File: src/rtl/rom_download_packer_if.sv
`default_nettype none
// ============================================================================
//  Module      : rom_download_packer_if
//  Description : SDRAM channel-3 write port. The packer drives the request,
//                address, data and byte enables; the controller returns a
//                one-cycle write-complete pulse.
//  Revision    : 1.0  initial release
// ============================================================================
interface rom_download_packer_if;
    logic [24:0] sdr_addr;
    logic [15:0] sdr_data;
    logic [1:0]  sdr_be;
    logic        sdr_req;
    logic        sdr_rdy;

    modport master (
        output sdr_addr,
        output sdr_data,
        output sdr_be,
        output sdr_req,
        input  sdr_rdy
    );

    modport slave (
        input  sdr_addr,
        input  sdr_data,
        input  sdr_be,
        input  sdr_req,
        output sdr_rdy
    );
endinterface
`default_nettype wire

File: src/rtl/rom_download_packer.sv
`default_nettype none
// ============================================================================
//  Module      : rom_download_packer
//  Description : Packs the ioctl byte download stream into 16-bit SDRAM
//                writes with byte enables, routes the upper address window
//                to six BRAM chip selects, back-pressures the loader while a
//                write is outstanding and flushes a dangling even byte when
//                the download ends.
//  Revision    : 1.0  initial release
// ============================================================================
module rom_download_packer #(
    parameter logic [24:0] BRAM_BASE     = 25'h0100000,
    parameter int          BRAM_CS_SHIFT = 15,
    parameter int          WORDS_W       = 16
) (
    input  logic                  clk,
    input  logic                  RSTn,
    input  logic                  ioctl_download,
    input  logic                  ioctl_wr,
    input  logic [24:0]           ioctl_addr,
    input  logic [7:0]            ioctl_data,
    output logic                  ioctl_wait,
    rom_download_packer_if.master sdr,
    output logic [19:0]           bram_addr,
    output logic [7:0]            bram_data,
    output logic [5:0]            bram_cs,
    output logic                  bram_wr,
    output logic [WORDS_W-1:0]    words_written,
    output logic                  done
);

    typedef enum logic [1:0] {
        IDLE = 2'd0,
        WR1  = 2'd1,
        WR2  = 2'd2
    } state_t;

    localparam logic [24:0] c_OFF_MASK = (25'd1 << BRAM_CS_SHIFT) - 25'd1;

    state_t             state_q, state_d;
    logic               hold_valid_q, hold_valid_d;
    logic [24:0]        hold_addr_q, hold_addr_d;
    logic [7:0]         hold_data_q, hold_data_d;
    logic               queue_valid_q, queue_valid_d;
    logic [24:0]        queue_addr_q, queue_addr_d;
    logic [7:0]         queue_data_q, queue_data_d;
    logic               req_q, req_d;
    logic [24:0]        addr_q, addr_d;
    logic [15:0]        data_q, data_d;
    logic [1:0]         be_q, be_d;
    logic               bram_wr_q, bram_wr_d;
    logic [5:0]         bram_cs_q, bram_cs_d;
    logic [19:0]        bram_addr_q, bram_addr_d;
    logic [7:0]         bram_data_q, bram_data_d;
    logic [WORDS_W-1:0] words_q, words_d;
    logic               done_q, done_d;
    logic               drain_q, drain_d;
    logic               dl_q;

    logic        w_accept;
    logic        w_rise;
    logic        w_fall;
    logic        w_rdy;
    logic        w_is_sdram;
    logic        w_hold_valid;
    logic        w_drain;
    logic [24:0] w_off;
    logic [24:0] w_idx;
    logic [24:0] w_even_addr;

    assign w_rise       = ioctl_download & ~dl_q;
    assign w_fall       = ~ioctl_download & dl_q;
    assign w_accept     = ioctl_wr & ioctl_download & (state_q == IDLE);
    assign w_rdy        = sdr.sdr_rdy & req_q;
    assign w_is_sdram   = (ioctl_addr < BRAM_BASE);
    assign w_off        = ioctl_addr - BRAM_BASE;
    assign w_idx        = w_off >> BRAM_CS_SHIFT;
    assign w_even_addr  = {ioctl_addr[24:1], 1'b0};
    // A new download window throws away any half-word left from the last one.
    assign w_hold_valid = hold_valid_q & ~w_rise;
    // Drain request is remembered from the falling edge until it is served.
    assign w_drain      = (w_fall | drain_q) & ~w_rise;

    // Next-state, packing, BRAM routing and counter logic.
    always_comb begin
        state_d       = state_q;
        hold_valid_d  = w_hold_valid;
        hold_addr_d   = hold_addr_q;
        hold_data_d   = hold_data_q;
        queue_valid_d = queue_valid_q;
        queue_addr_d  = queue_addr_q;
        queue_data_d  = queue_data_q;
        req_d         = req_q;
        addr_d        = addr_q;
        data_d        = data_q;
        be_d          = be_q;
        bram_wr_d     = 1'b0;
        bram_cs_d     = 6'd0;
        bram_addr_d   = 20'd0;
        bram_data_d   = 8'd0;
        done_d        = 1'b0;
        drain_d       = w_drain;

        case (state_q)
            IDLE: begin
                if (w_accept) begin
                    if (w_is_sdram) begin
                        if (!ioctl_addr[0]) begin
                            // Even byte: push out any older even byte first.
                            if (w_hold_valid) begin
                                state_d = WR1;
                                req_d   = 1'b1;
                                addr_d  = hold_addr_q;
                                data_d  = {8'h00, hold_data_q};
                                be_d    = 2'b01;
                            end
                            hold_valid_d = 1'b1;
                            hold_addr_d  = ioctl_addr;
                            hold_data_d  = ioctl_data;
                        end else if (w_hold_valid && (hold_addr_q == w_even_addr)) begin
                            state_d      = WR1;
                            req_d        = 1'b1;
                            addr_d       = w_even_addr;
                            data_d       = {ioctl_data, hold_data_q};
                            be_d         = 2'b11;
                            hold_valid_d = 1'b0;
                        end else if (w_hold_valid) begin
                            // Unrelated odd byte: flush hold, then the odd byte.
                            state_d       = WR1;
                            req_d         = 1'b1;
                            addr_d        = hold_addr_q;
                            data_d        = {8'h00, hold_data_q};
                            be_d          = 2'b01;
                            hold_valid_d  = 1'b0;
                            queue_valid_d = 1'b1;
                            queue_addr_d  = w_even_addr;
                            queue_data_d  = ioctl_data;
                        end else begin
                            state_d = WR1;
                            req_d   = 1'b1;
                            addr_d  = w_even_addr;
                            data_d  = {ioctl_data, 8'h00};
                            be_d    = 2'b10;
                        end
                    end else if (w_idx < 25'd6) begin
                        bram_wr_d   = 1'b1;
                        bram_cs_d   = 6'b000001 << w_idx[2:0];
                        bram_addr_d = w_off[19:0] & c_OFF_MASK[19:0];
                        bram_data_d = ioctl_data;
                    end
                end else if (w_drain) begin
                    if (w_hold_valid) begin
                        state_d      = WR1;
                        req_d        = 1'b1;
                        addr_d       = hold_addr_q;
                        data_d       = {8'h00, hold_data_q};
                        be_d         = 2'b01;
                        hold_valid_d = 1'b0;
                    end else begin
                        done_d  = 1'b1;
                        drain_d = 1'b0;
                    end
                end
            end
            WR1: begin
                if (w_rdy) begin
                    req_d   = 1'b0;
                    state_d = queue_valid_q ? WR2 : IDLE;
                end
            end
            WR2: begin
                // Request stays low for one cycle between WR1 and WR2.
                if (!req_q) begin
                    req_d         = 1'b1;
                    addr_d        = queue_addr_q;
                    data_d        = {queue_data_q, 8'h00};
                    be_d          = 2'b10;
                    queue_valid_d = 1'b0;
                end else if (w_rdy) begin
                    req_d   = 1'b0;
                    state_d = IDLE;
                end
            end
            default: begin
                state_d = IDLE;
                req_d   = 1'b0;
            end
        endcase

        if (w_rise) begin
            words_d = '0;
        end else if (w_rdy && (state_q != IDLE) && (words_q != '1)) begin
            words_d = words_q + 1'b1;
        end else begin
            words_d = words_q;
        end
    end

    // State and output registers, cleared asynchronously by RSTn.
    always_ff @(posedge clk or negedge RSTn) begin
        if (!RSTn) begin
            state_q       <= IDLE;
            hold_valid_q  <= 1'b0;
            hold_addr_q   <= 25'd0;
            hold_data_q   <= 8'd0;
            queue_valid_q <= 1'b0;
            queue_addr_q  <= 25'd0;
            queue_data_q  <= 8'd0;
            req_q         <= 1'b0;
            addr_q        <= 25'd0;
            data_q        <= 16'd0;
            be_q          <= 2'b00;
            bram_wr_q     <= 1'b0;
            bram_cs_q     <= 6'd0;
            bram_addr_q   <= 20'd0;
            bram_data_q   <= 8'd0;
            words_q       <= '0;
            done_q        <= 1'b0;
            drain_q       <= 1'b0;
            dl_q          <= 1'b0;
        end else begin
            state_q       <= state_d;
            hold_valid_q  <= hold_valid_d;
            hold_addr_q   <= hold_addr_d;
            hold_data_q   <= hold_data_d;
            queue_valid_q <= queue_valid_d;
            queue_addr_q  <= queue_addr_d;
            queue_data_q  <= queue_data_d;
            req_q         <= req_d;
            addr_q        <= addr_d;
            data_q        <= data_d;
            be_q          <= be_d;
            bram_wr_q     <= bram_wr_d;
            bram_cs_q     <= bram_cs_d;
            bram_addr_q   <= bram_addr_d;
            bram_data_q   <= bram_data_d;
            words_q       <= words_d;
            done_q        <= done_d;
            drain_q       <= drain_d;
            dl_q          <= ioctl_download;
        end
    end

    assign ioctl_wait    = (state_q != IDLE);
    assign sdr.sdr_req   = req_q;
    assign sdr.sdr_addr  = addr_q;
    assign sdr.sdr_data  = data_q;
    assign sdr.sdr_be    = be_q;
    assign bram_wr       = bram_wr_q;
    assign bram_cs       = bram_cs_q;
    assign bram_addr     = bram_addr_q;
    assign bram_data     = bram_data_q;
    assign words_written = words_q;
    assign done          = done_q;

endmodule
`default_nettype wire
File: src/flat_wrapper.sv
// flat-port wrapper written by rule: the top's interface ports become plain ports
module rom_download_packer_flat 
#(
    parameter logic [24:0] BRAM_BASE     = 25'h0100000,
    parameter int          BRAM_CS_SHIFT = 15,
    parameter int          WORDS_W       = 16
)
  (clk, RSTn, ioctl_download, ioctl_wr, ioctl_addr, ioctl_data, ioctl_wait, bram_addr, bram_data, bram_cs, bram_wr, words_written, done, sdr_sdr_addr, sdr_sdr_data, sdr_sdr_be, sdr_sdr_req, sdr_sdr_rdy);
  rom_download_packer_if sdr_i ();
  input  logic clk;
  input  logic RSTn;
  input  logic ioctl_download;
  input  logic ioctl_wr;
  input  logic [24:0] ioctl_addr;
  input  logic [7:0] ioctl_data;
  output logic ioctl_wait;
  output logic [19:0] bram_addr;
  output logic [7:0] bram_data;
  output logic [5:0] bram_cs;
  output logic bram_wr;
  output logic [WORDS_W-1:0] words_written;
  output logic done;
  output wire logic [$bits(sdr_i.sdr_addr)-1:0] sdr_sdr_addr;
  output wire logic [$bits(sdr_i.sdr_data)-1:0] sdr_sdr_data;
  output wire logic [$bits(sdr_i.sdr_be)-1:0] sdr_sdr_be;
  output wire logic [$bits(sdr_i.sdr_req)-1:0] sdr_sdr_req;
  input wire logic [$bits(sdr_i.sdr_rdy)-1:0] sdr_sdr_rdy;
  assign sdr_sdr_addr = sdr_i.sdr_addr;
  assign sdr_sdr_data = sdr_i.sdr_data;
  assign sdr_sdr_be = sdr_i.sdr_be;
  assign sdr_sdr_req = sdr_i.sdr_req;
  assign sdr_i.sdr_rdy = sdr_sdr_rdy;
  rom_download_packer #(.BRAM_BASE(BRAM_BASE), .BRAM_CS_SHIFT(BRAM_CS_SHIFT), .WORDS_W(WORDS_W)) u_core (.clk(clk), .RSTn(RSTn), .ioctl_download(ioctl_download), .ioctl_wr(ioctl_wr), .ioctl_addr(ioctl_addr), .ioctl_data(ioctl_data), .ioctl_wait(ioctl_wait), .sdr(sdr_i), .bram_addr(bram_addr), .bram_data(bram_data), .bram_cs(bram_cs), .bram_wr(bram_wr), .words_written(words_written), .done(done));
endmodule
File: config.mk
export PLATFORM = sky130hd
export DESIGN_NAME = rom_download_packer_flat
export DESIGN_NICKNAME = d
export VERILOG_FILES = /design/src/rtl/rom_download_packer_if.sv /design/src/rtl/rom_download_packer.sv /design/src/flat_wrapper.sv
export SDC_FILE = /design/constraint.sdc
export NUM_CORES = 1
export LEC_CHECK = 0
export BUFFER_PORTS_ARGS = -buffer_cell sky130_fd_sc_hd__buf_2
export CORE_MARGIN = 2
export CORE_UTILIZATION = 33
export CTS_BUF_LIST = sky130_fd_sc_hd__clkbuf_16
export CTS_CLUSTER_SIZE = 20
export DETAILED_ROUTE_END_ITERATION = 16
export GPL_ROUTABILITY_DRIVEN = 0
export PLACE_DENSITY_LB_ADDON = 0.15
export RECOVER_POWER = 100
export SLEW_MARGIN = 40
export SYNTH_ARGS = -nofsm -noshare
export SYNTH_HDL_FRONTEND = slang
export SYNTH_SLANG_ARGS = --single-unit
File: constraint.sdc
create_clock -name clk -period 2.12 [get_ports clk]
set_clock_uncertainty 0.2 [all_clocks]
set_input_delay 0.318 -clock clk [delete_from_list [all_inputs] [get_ports clk]]
set_output_delay 0.318 -clock clk [all_outputs]
set_load 0.01 [all_outputs]
## Word-level counts from Yosys, hierarchy flattened

Cells that the tools add are included.

- Flip-flop bits (word level): 166
- Logic and storage cells: 149
- Input bits: 38
- Output and inout port bits: 97

- Bitwise logic cells: 13
- Muxes and demuxes: 84
- Eq/ne operators: 15
- Reduce and logical (&&, ||, !) cells: 13
- Add/sub/neg operators: 2
- Shift-type cells: 1
- $lt $le $gt $ge: 2

Operators with widths:

| kind | number |
|---|---|
| 25-bit two-way mux | 8 |
| 16-bit two-way mux | 10 |
| 20-bit two-way mux | 3 |
| 25-bit case mux with 2 select lines | 1 |
| 2-bit two-way mux | 17 |
| 8-bit two-way mux | 4 |
| 16-bit case mux with 2 select lines | 1 |
| 1-bit two-way mux | 31 |
| 25-bit by 21-bit < comparator with 1-bit output (second input constant) | 1 |
| 25-bit by 21-bit subtractor with 25-bit output (second input constant) | 1 |
| 24-bit == test | 1 |
| 6-bit two-way mux | 4 |
| 16-bit by 1-bit adder with 16-bit output (second input constant) | 1 |
| 16-bit inequality test (second input constant) | 1 |
| 15-bit two-way mux | 1 |
| 2-bit by 1-bit inequality test with 1-bit output (second input constant) | 6 |
| 10-bit by 3-bit < comparator with 1-bit output (second input constant) | 1 |
| 4-bit AND reduction | 2 |
| 1-bit bitwise AND | 7 |
| 7-bit AND reduction | 1 |
| 2-bit inequality test (second input constant) | 3 |
| 2-bit case mux with 3 select lines | 1 |
| 6-bit AND reduction | 1 |
| 2-bit nonzero test | 3 |
| other kinds (14) | 20 |

## Depth between registers and ports, before layout

- Word-level depth: 10
- Depth in mapped cells: 9
- Gate-level depth less buffers: 8

## Worst setup path after synthesis

OpenSTA, ideal clock, no wires.

- Path kind: register to register
- From: register u_core.state_q[0]
- To: register u_core.hold_addr_q[10]
- Path slack: -0.084 ns
- Path buffers: 2
- Required time: 1.795 ns
- Stages on the path, launching flop included: 7
- Data arrival time: 1.880 ns
- Clock period less this slack: 2.204 ns
- Library setup time: 0.125 ns
- Path through: dfrtp_1 > buf_2 > nor2_2 > inv_1 > nor4_4 > buf_2 > mux2_2

- Cells in the longest elaborated chain, start to end: 3

RTL lines:

| item | RTL line | source |
|---|---|---|
| from (decl) | rom_download_packer.sv:40 | `state_t state_q, state_d;` |
| from (signal assigned) | rom_download_packer.sv:222 | `state_q <= state_d;` |
| 2-bit zero test * | rom_download_packer.sv:73, rom_download_packer.sv:104 |  |
| 1-bit bitwise AND | rom_download_packer.sv:73 | `assign w_accept = ioctl_wr & ioctl_download & (state_q == IDLE);` |
| 4-bit AND reduction (no line) * | n/a |  |
| to (signal assigned) | rom_download_packer.sv:224 | `hold_addr_q <= hold_addr_d;` |
| to (decl) | rom_download_packer.sv:42 | `logic [24:0] hold_addr_q, hold_addr_d;` |

Every way passes the cells marked *; elsewhere a longest branch is shown, timed or not.
A chain may end at the register's enable or synchronous reset.

## Final worst setup path

- From: register u_core.state_q[0]
- To: register u_core.hold_addr_q[18]

Same word-level chain as after synthesis.

==> results.sh <==
export IMPL_status="finished, violations left"
export IMPL_failed_checks="setup timing"
export IMPL_layout_setup_ws_ns=-0.187
export IMPL_routed_via_density=5.11
export IMPL_start_util=0.338
export IMPL_antenna_found_initial=0
export IMPL_rows=54
export IMPL_setup_violations=72
export IMPL_worst_hold_slack_ns=0.0258
export IMPL_syn_to_final_growth_pct=35.0
export IMPL_drt_total_wl_mm=22.4
export IMPL_grt_max_degree=75
export IMPL_synthesis_area_um2=7390
export IMPL_worstPathMaxFanout=19
export IMPL_hold_depth=2
export IMPL_vias=6068
export IMPL_synth_ff_type="dfrtp_1"
export IMPL_power_density_nw_per_um2=790
export IMPL_critPathBufInv=4
export IMPL_drive_above_1_share=0.303
export IMPL_fin_nets=934
export IMPL_path_delay_family="buffers and inverters"
export IMPL_wire_per_inst_um=18.9
export IMPL_critPathLaunch="u_core.state_q[0]"
export IMPL_io_pins=135
export IMPL_max_stage_delay_ns=0.40
export IMPL_drt_initial_drc_count=378
export IMPL_synth_cells=646
export IMPL_grt_pass1_wl_mm=35.8
export IMPL_r2r_slack_ns=-0.19
export IMPL_die_area_um2=23600
export IMPL_cts_sinks=161
export IMPL_crit_chain="buf_2, nor2_4, inv_1, nor4_4, clkbuf_2, clkbuf_4, mux2_2"
export IMPL_coreArea_um2=21900
export IMPL_cp_data_required_time_ns=2.23
export IMPL_grt_setup_unrepaired="yes"
export IMPL_cts_buffers=17
export IMPL_drc=0
export IMPL_grt_usage=0.194
export IMPL_postSynthAreaPerCell_um2=11.4
export IMPL_worst_ep_arrival_time_ns=2.41
export IMPL_power_leakage_nw=4.77
export IMPL_crit_cells=7
export IMPL_dp_hpwl_mm=15.1
export IMPL_ys_top_cells_by_area="dfrtp_1 (54%), mux2_2 (7.8%), nor2_1 (3.6%), xnor2_1 (2.7%), o31ai_1 (2.6%)"
export IMPL_clock_latency_ns=0.43
export IMPL_fmax_ghz=0.434
export IMPL_cpMaxStageDelayCell="dfrtp_1"
export IMPL_place_area_um2=9270
export IMPL_period_needed_ns=2.31
export IMPL_rr_endpoint="u_core.hold_addr_q[18]"
export IMPL_synth_top_area_cell="dfrtp_1"
export IMPL_hp_class="in -> reg"
export IMPL_startpoint_type="flop"
export IMPL_tritoncts="yes"
export IMPL_worstMarginPinSlew_ns=0.766
export IMPL_die_x_um=154
export IMPL_worst_setup_path_type="reg -> reg"
export IMPL_ys_ff_latch=161
export IMPL_endpoint="u_core.hold_addr_q[18]"
export IMPL_synth_top_cell_area_share=0.545
export IMPL_synth_edff_count=0
export IMPL_detail_route_antenna_nets=0
export IMPL_worstHoldStart="ioctl_addr[13]"
export IMPL_fill_cells=2177
export IMPL_yosysSeqAreaShare=0.545
export IMPL_drv_slew=0
export IMPL_yosysWarningCount=0
export IMPL_htreeDepth=4
export IMPL_synth_cell_types=57
export IMPL_drtPass1Iterations=5
export IMPL_grt_overflow_total=0
export IMPL_rr_worst_depth=7
export IMPL_r2r_start="u_core.state_q[0]"
export IMPL_die_y_um=154
export IMPL_vdd_drop_max_mv=0.561
export IMPL_ys_async_sr_fraction=1.00
export IMPL_slew_headroom=0.489
export IMPL_period_share=1.09
export IMPL_cts_root_buf="clkbuf_16"
export IMPL_end_kind="flop"
export IMPL_grt_pass1_vias=6402
export IMPL_clk_pin_slew_ns=0.06
export IMPL_hold_viol=0
export IMPL_final_area_um2=9980
export IMPL_cts_buffer_depth=2
export IMPL_port_buffers=129
export IMPL_maxCapViolCount=0
export IMPL_pre_cts_slack_ns=-0.340
## Yosys cell counts, types with 3 or more instances
master / number
mux2_1: 3
a21o_1: 9
nor2_1: 71
mux2i_1: 4
nand2_1: 16
o31ai_1: 26
nand2b_1: 3
mux2_2: 51
inv_1: 8
a22o_1: 15
o22ai_1: 4
buf_2: 14
nor3_1: 13
buf_6: 4
nand3b_1: 3
nand3_1: 7
clkbuf_1: 17
and3_1: 22
o21a_1: 3
buf_4: 7
nor4_1: 8
and4_1: 3
xor2_1: 17
xnor2_1: 23
nor2b_1: 14
dfrtp_1: 161
o221ai_1: 20
nor2_2: 3
and2_1: 23
nand4_1: 6
a21oi_1: 31
## where the power goes
part           total (mW)  internal, mW  switching (mW)
Combinational        1.36         0.624           0.735
Sequential           3.38          3.24           0.134
Clock                3.15          1.84            1.31
## routing by layer
metal	vias up	track usage	part of all wire	wire, um
met5	-	0	0	0
met4	0	0.0629	0.016	358
met3	25	0.0361	0.045	1020
met2	179	0.311	0.47	10500
met1	3075	0.267	0.47	10500
li1	2789	-	-	-
## flip-flops by register name (all words and copies together), names as in the netlist, 2 cells and up
| register | cells |
|---|---|
| u_core.bram_cs | 6 |
| u_core.state_q | 2 |
| u_core.hold_addr_q | 24 |
| u_core.sdr.sdr_addr | 25 |
| u_core.bram_data | 8 |
| u_core.words_written | 16 |
| u_core.hold_data_q | 8 |
| u_core.bram_addr | 15 |
| u_core.sdr.sdr_be | 2 |
| u_core.sdr.sdr_data | 16 |
| u_core.queue_data_q | 8 |
| u_core.queue_addr_q | 24 |
## layout by cell type, fill, tap and decap left out, types with 4 or more instances in the layout
master and n:
nor4_1 5, a21o_1 9, buf_6 6, a22o_1 15, dlygate4sd3_1 17, nor2_1 67, clkbuf_1 96, mux2_4 4
nand4_1 6, dfrtp_1 160, conb_1 5, nor2b_1 12, and3_1 22, inv_1 9, mux2i_1 4, xor2_1 13
xnor2_1 23, clkbuf_16 17, nand2_1 16, and2_0 4, o221ai_1 20, xor2_2 4, buf_12 11, buf_4 81
nand3_1 7, nor2_4 5, mux2_2 49, clkbuf_4 4, and2_1 19, clkbuf_2 4, a21oi_1 31, buf_2 48
nor3_1 14, o31ai_1 24, clkinvlp_4 4
## timing repair
| action | in CTS | in global routing |
|---|---|---|
| resized for setup | 16 | 18 |
| setup endpoints to repair | 87 | 99 |
| hold buffers | 17 | 0 |
| cloned | 1 | 1 |
| buffers inserted | 0 | 2 |
| pin swaps | 3 | 5 |
| endpoints found under the hold margin | 209 | 0 |
## metrics by stage
step / util / power (mW) / cells / setup TNS, ns
2_1_floorplan: - / 4.12 / 650 / -0.818
3_3_place_gp: 0.423 / 4.77 / 1134 / -30.52
3_5_place_dp: 0.423 / 4.81 / 1134 / -31.27
4_1_cts: 0.462 / 8.05 / 1184 / -4.77
5_1_grt: 0.456 / 8.25 / 1187 / -18.56
6_report: 0.456 / 7.89 / 1188 / -8.17
## kinds of logic after synthesis
logic type               Yosys count  share of synthesized area
AO/OA/AOI/OAI                    122                      0.122
XOR/XNOR                          40                     0.0474
adder cells (fa/ha/maj)            2                    0.00338
buffers and inverters             51                     0.0359
flip-flops                       161                      0.545
multiplexers                      58                     0.0876
other                              1                   0.000507
AND/OR/NAND/NOR                  211                      0.159
## how the worst min path moves through the flow
| stage | to |
|---|---|
| 2_1_floorplan | u_core.bram_addr[0] |
| 3_3_place_gp | u_core.bram_addr[8] |
| 3_5_place_dp | u_core.bram_addr[8] |
| 4_1_cts | u_core.queue_addr_q[13] |
| 5_1_grt | u_core.queue_addr_q[13] |
| 6_report | u_core.queue_addr_q[13] |
## cell type report
class                           count  area (um^2)  share of cell area
Sequential cell                   161         4030               0.404
Inverter                            8         30.0             0.00301
Antenna cell                        1         2.50            0.000251
Clock buffer                       17          425              0.0426
Tap cell                          280          350              0.0351
Timing Repair Buffer              267         1720               0.172
Clock inverter                     15          166              0.0167
Multi-Input combinational cell    439         3260               0.327
(Power assumes the default switching activity.)
